--- config.mk ---
export PLATFORM = sky130hd
export DESIGN_NAME = calc_sequencer
export DESIGN_NICKNAME = d
export VERILOG_FILES = /design/src/rtl/calc_sequencer.sv
export SDC_FILE = /design/constraint.sdc
export NUM_CORES = 1
export LEC_CHECK = 0
export BUFFER_PORTS_ARGS = -buffer_cell sky130_fd_sc_hd__buf_2
export CAP_MARGIN = 10
export CORE_MARGIN = 8
export CORE_UTILIZATION = 57
export CTS_BUF_LIST = sky130_fd_sc_hd__clkbuf_8
export DETAILED_ROUTE_END_ITERATION = 12
export PLACE_DENSITY_LB_ADDON = 0.05
export SKIP_CTS_REPAIR_TIMING = 1
export SYNTH_ARGS = -nofsm -noshare
export SYNTH_HDL_FRONTEND = slang
export SYNTH_SLANG_ARGS = --single-unit
export TNS_END_PERCENT = 10
--- constraint.sdc ---
create_clock -name clk -period 2.9 [get_ports clk]
set_input_delay 0.725 -clock clk [delete_from_list [all_inputs] [get_ports clk]]
set_output_delay 0.725 -clock clk [all_outputs]
set_load 0.02 [all_outputs]
--- src/rtl/calc_sequencer.sv ---
// calc_sequencer -- multi-cycle arithmetic controller for the FPGA calculator.
//
// Accepts one operation at a time and sequences a single 4-bit ripple adder
// (m_bit_Adder) to produce the result. ADD and SUB use one adder pass. MUL is a
// 4-iteration shift-add that accumulates into hi while the multiplier shifts
// out of lo.
//
// Build option: define CALC_SEQ_MUL_EN to enable MUL (op 10). Without it, op 10
// is rejected exactly like op 11, and the hi/cnt registers and the MUL adder
// mux are not built.
//
// Ports:
//   clk     in   system clock, rising edge
//   reset   in   synchronous, active-high reset
//   start   in   request, sampled only in IDLE
//   op      in   [1:0] 00 ADD, 01 SUB, 10 MUL, 11 reserved
//   A, B    in   [3:0] unsigned operands, latched on accepted start
//   busy    out  high whenever not IDLE
//   done    out  one-cycle pulse; result/flag/err valid while high, then held
//   result  out  [7:0] unsigned result, zero-extended
//   flag    out  ADD carry out, SUB borrow (A < B), MUL 0
//   err     out  illegal operation

module calc_sequencer (
  input  logic       clk,
  input  logic       reset,
  input  logic       start,
  input  logic [1:0] op,
  input  logic [3:0] A,
  input  logic [3:0] B,
  output logic       busy,
  output logic       done,
  output logic [7:0] result,
  output logic       flag,
  output logic       err
);

  typedef enum logic [1:0] {S_IDLE, S_EXEC, S_DONE} state_t;

  state_t     state_q, state_d;
  logic [3:0] a_q, a_d;
  logic [3:0] lo_q, lo_d;
  logic [1:0] op_q, op_d;
  logic [7:0] result_q, result_d;
  logic       flag_q, flag_d;
  logic       err_q, err_d;
  logic       done_q, done_d;
`ifdef CALC_SEQ_MUL_EN
  logic [3:0] hi_q, hi_d;
  logic [1:0] cnt_q, cnt_d;
`endif

  logic [3:0] add_a, add_b, add_sum;
  logic       add_cin, add_cout;

  m_bit_Adder #(.M(4)) u_adder (
    .a_i    (add_a),
    .b_i    (add_b),
    .cin_i  (add_cin),
    .sum_o  (add_sum),
    .cout_o (add_cout)
  );

  // Adder operand selection; SUB is A + ~B + 1.
  always_comb begin
    add_a   = a_q;
    add_b   = lo_q;
    add_cin = 1'b0;
    case (op_q)
      2'b01: begin
        add_b   = ~lo_q;
        add_cin = 1'b1;
      end
`ifdef CALC_SEQ_MUL_EN
      2'b10: begin
        add_a = hi_q;
        add_b = lo_q[0] ? a_q : 4'd0;
      end
`endif
      default: ;
    endcase
  end

  // State and datapath registers.
  always_ff @(posedge clk) begin
    if (reset) begin
      state_q  <= S_IDLE;
      a_q      <= '0;
      lo_q     <= '0;
      op_q     <= '0;
      result_q <= '0;
      flag_q   <= 1'b0;
      err_q    <= 1'b0;
      done_q   <= 1'b0;
`ifdef CALC_SEQ_MUL_EN
      hi_q     <= '0;
      cnt_q    <= '0;
`endif
    end else begin
      state_q  <= state_d;
      a_q      <= a_d;
      lo_q     <= lo_d;
      op_q     <= op_d;
      result_q <= result_d;
      flag_q   <= flag_d;
      err_q    <= err_d;
      done_q   <= done_d;
`ifdef CALC_SEQ_MUL_EN
      hi_q     <= hi_d;
      cnt_q    <= cnt_d;
`endif
    end
  end

  // Next-state logic.
  always_comb begin
    state_d = state_q;
    case (state_q)
      S_IDLE: if (start) state_d = S_EXEC;
      S_EXEC: begin
        state_d = S_DONE;
`ifdef CALC_SEQ_MUL_EN
        if (op_q == 2'b10 && cnt_q != 2'd3) state_d = S_EXEC;
`endif
      end
      S_DONE:  state_d = S_IDLE;
      default: state_d = S_IDLE;
    endcase
  end

  // Output and datapath next values. done_d is raised exactly on the edge
  // that enters DONE, so done_q is high for the whole DONE cycle.
  always_comb begin
    a_d      = a_q;
    lo_d     = lo_q;
    op_d     = op_q;
    result_d = result_q;
    flag_d   = flag_q;
    err_d    = err_q;
    done_d   = 1'b0;
`ifdef CALC_SEQ_MUL_EN
    hi_d     = hi_q;
    cnt_d    = cnt_q;
`endif
    case (state_q)
      S_IDLE: begin
        if (start) begin
          a_d  = A;
          lo_d = B;
          op_d = op;
`ifdef CALC_SEQ_MUL_EN
          hi_d  = '0;
          cnt_d = '0;
`endif
        end
      end
      S_EXEC: begin
        case (op_q)
          2'b00: begin
            result_d = {3'b000, add_cout, add_sum};
            flag_d   = add_cout;
            err_d    = 1'b0;
            done_d   = 1'b1;
          end
          2'b01: begin
            result_d = {4'b0000, add_sum};
            flag_d   = ~add_cout;
            err_d    = 1'b0;
            done_d   = 1'b1;
          end
`ifdef CALC_SEQ_MUL_EN
          2'b10: begin
            // New partial product bit shifts into lo[3] as the consumed
            // multiplier bit leaves lo[0].
            {hi_d, lo_d} = {add_cout, add_sum, lo_q[3:1]};
            cnt_d        = cnt_q + 2'd1;
            if (cnt_q == 2'd3) begin
              result_d = {add_cout, add_sum, lo_q[3:1]};
              flag_d   = 1'b0;
              err_d    = 1'b0;
              done_d   = 1'b1;
            end
          end
`endif
          default: begin
            result_d = '0;
            flag_d   = 1'b0;
            err_d    = 1'b1;
            done_d   = 1'b1;
          end
        endcase
      end
      default: ;
    endcase
  end

  assign busy   = (state_q != S_IDLE);
  assign done   = done_q;
  assign result = result_q;
  assign flag   = flag_q;
  assign err    = err_q;

endmodule

// m_bit_Adder -- M-bit adder with carry in and carry out.
//   a_i, b_i in [M-1:0] addends; cin_i in carry in
//   sum_o out [M-1:0] sum; cout_o out carry out
module m_bit_Adder #(
  parameter int M = 4
) (
  input  logic [M-1:0] a_i,
  input  logic [M-1:0] b_i,
  input  logic         cin_i,
  output logic [M-1:0] sum_o,
  output logic         cout_o
);
  assign {cout_o, sum_o} = {1'b0, a_i} + {1'b0, b_i} + {{M{1'b0}}, cin_i};
endmodule
==> impl_results.md <==
- Status: completed
- CTS Sinks: 20
- Vias in the first global route: 802
- Max Cap Viol: 0
- Syn Inst Count: 112
- Clock Latency Late Sink: 250 ps
- Mean post-synth cell area: 8.50 µm²
- Post-route clock period utilization: 0.745
- Least-Margin Pin Slew: 576 ps
- RSZ-0062 raised after global routing: no
- Most frequent cells in the layout: nand2_1, buf_2, dfxtp_1, a21oi_1, nor2_1
- TritonCTS buffer count: 3
- Detailed-route DRC error count: 0
- TritonRoute pass-1 iters: 4
- Top Usage Layer GRT: met2
- Initial Utilization: 0.618
- Die area: 0.00323 mm²
- CTS tree: yes
- Leak: 0.472 nW
- Relative slew slack: 0.616
- Placer congestion estimate: 0.869
- Total Power: 0.000601 W
- Gr ovfl total: 0
- Worst vdd ir: 0.415 mV
- Clock root buffer master: clkbuf_8
- N_diodes: 0
- Final hold vios: 0
- Layout Skew: 1.59 ps
- Crit path DAT: 2320 ps
- CP Max Fanout: 10
- Post-Syn Area: 952 µm²
- TNS Setup: 0 ps
- GR Util All Layers: 0.121
- Hold path start: result[4]
- Sequential area share after synthesis: 0.420
- Max-slew violations: 0
- Met2 GRT Util: 0.205
- CP required: 3060 ps
- Worst r2r src: op_q[1]
- PD cells: 561 mW/mm²
- Routed len/inst: 12.5 µm
- FP Rows: 14
- Hpwl dp: 1360 µm
- Detailed-route wire length: 1790 µm
- Fin crit period: 2160 ps
- DRT antenna net count: 0
- Hold path depth: 2
- # IOs: 25
- Die X: 56.9 µm
- I/O Buffers: 21
- Clk buf depth: 2
- Via density: 5.20
- Die Y: 56.9 µm
- Global Route met1 Usage: 0.136
- Hold Path End: result[4]
- Grt met3 use: 0.0337
- Core ar.: 0.00154 mm²
- H-tree depth: 1
- Crit path kind: reg2reg
- Pin count of the biggest net entering global routing: 24
- Area growth syn-to-layout: 12.5%
- Post-Layout Inst Area: 0.00107 mm²
- Synthesis-stage register bit count: 20
- Post-synth cell types: 30
- Leading cell type in the layout, fill and taps excluded: nand2_1
- Worst Reg-to-Reg Cells: 7
- Reg clk slew, reported paths: 70 ps
- Crit. End Element: flop
- Ratio of cells with drive above 1 in the final layout: 0.219
- Hold slack: 456 ps
- HP Class: reg2reg
- Placement Cell Area: 0.00102 mm²
- First-pass GRT wire length: 3300 µm
- Nets: 146
- Drt initial violations: 7
- Antenna violations before repair: 0
- Post-layout util: 0.695
- # fillers: 141
- Vias: 749
- FF-to-FF setup slack: 740 ps
- Startpoint Class: flop
- Setup violators final: 0
- R2R Path End: result[3]
- Max frequency: 0.463 GHz
- Synthesis Warnings: 0
## metrics by stage
step	instances	worst slack, ps
finish	144	740
global route	144	621
CTS	144	734
detailed placement	140	786
global placement	140	877
floorplan	114	947
## flip-flops by register name, indices dropped and copies added, names as in the netlist
| signal | flops |
|---|---|
| op_q | 2 |
| lo_q | 4 |
| result | 5 |
| a_q | 4 |
| flag | 1 |
| done | 1 |
| state_q | 2 |
| err | 1 |
## worst max-delay path, stage by stage (launching register included)
cell      delay [ps]
dfxtp_1          510
nand2b_4         230
xnor2_1          160
ha_1             290
a31o_1           220
a221oi_1         300
xor2_1           140
o41ai_2          210
## cell usage after synthesis, drive strengths merged
library cell | instances | area [µm²]
buf | 6 | 50.0
nor3 | 3 | 15.0
nor2b | 2 | 12.5
fa | 1 | 20.0
o311ai | 1 | 16.3
and2 | 1 | 6.26
a31o | 1 | 8.76
nor4bb | 1 | 10.0
xor2 | 1 | 8.76
nor4 | 2 | 12.5
inv | 3 | 11.3
conb | 1 | 3.75
a21oi | 15 | 75.1
nor2 | 9 | 33.8
ha | 3 | 37.5
nand2 | 22 | 82.6
xnor2 | 4 | 35.0
o21a | 1 | 7.51
o41ai | 1 | 16.3
dfxtp | 20 | 400
nand3b | 2 | 15.0
or3 | 1 | 6.26
o21ai | 2 | 10.0
nand2b | 2 | 20.0
clkbuf | 5 | 18.8
a221oi | 1 | 8.76
mux2i | 1 | 10.0
## worst max-delay path by stage
stage                        from        end  cells after the start
after floorplan           op_q[1]  result[3]                      9
after global placement    op_q[1]  result[3]                      7
after detailed placement  op_q[1]  result[3]                      7
after CTS                 op_q[1]  result[3]                      7
after global routing      op_q[1]  result[3]                      7
final                     op_q[1]  result[3]                      7
## where the power goes
group | leakage [nW] | internal [W] | total (W) | switching (W)
logic | 0.280 | 0.0000380 | 0.0000928 | 0.0000549
registers | 0.163 | 0.000289 | 0.000301 | 0.0000122
clock network | 0.0288 | 0.000121 | 0.000207 | 0.0000866
## cell type report
| type | instances | area [µm²] | area share |
|---|---|---|---|
| repair buffers | 21 | 105 | 0.0981 |
| multi-input cells | 80 | 479 | 0.447 |
| flip-flops and latches | 20 | 400 | 0.374 |
| clock buffers | 4 | 55.1 | 0.0514 |
| well taps | 16 | 20.0 | 0.0187 |
| inverters | 3 | 11.3 | 0.0105 |
## metal layers
metal	vias to the layer above	part of all wire
li1	402	-
met2	20	0.44
met5	-	0
met3	5	0.060
met1	322	0.47
met4	0	0.020
## kinds of logic (layout without fill, tap and decap cells)
logic type / count (synthesis) / count (layout) / share of synthesized area
mux: 1 / 1 / 0.0105
simple gates: 45 / 45 / 0.225
compound gates: 22 / 22 / 0.150
xor+xnor: 5 / 5 / 0.0460
buf+inv: 14 / 28 / 0.0841
other cells: 1 / 3 / 0.00394
flops: 20 / 20 / 0.420
fa+ha+maj: 4 / 4 / 0.0605
No activity file was read; power rests on OpenSTA's default activity.
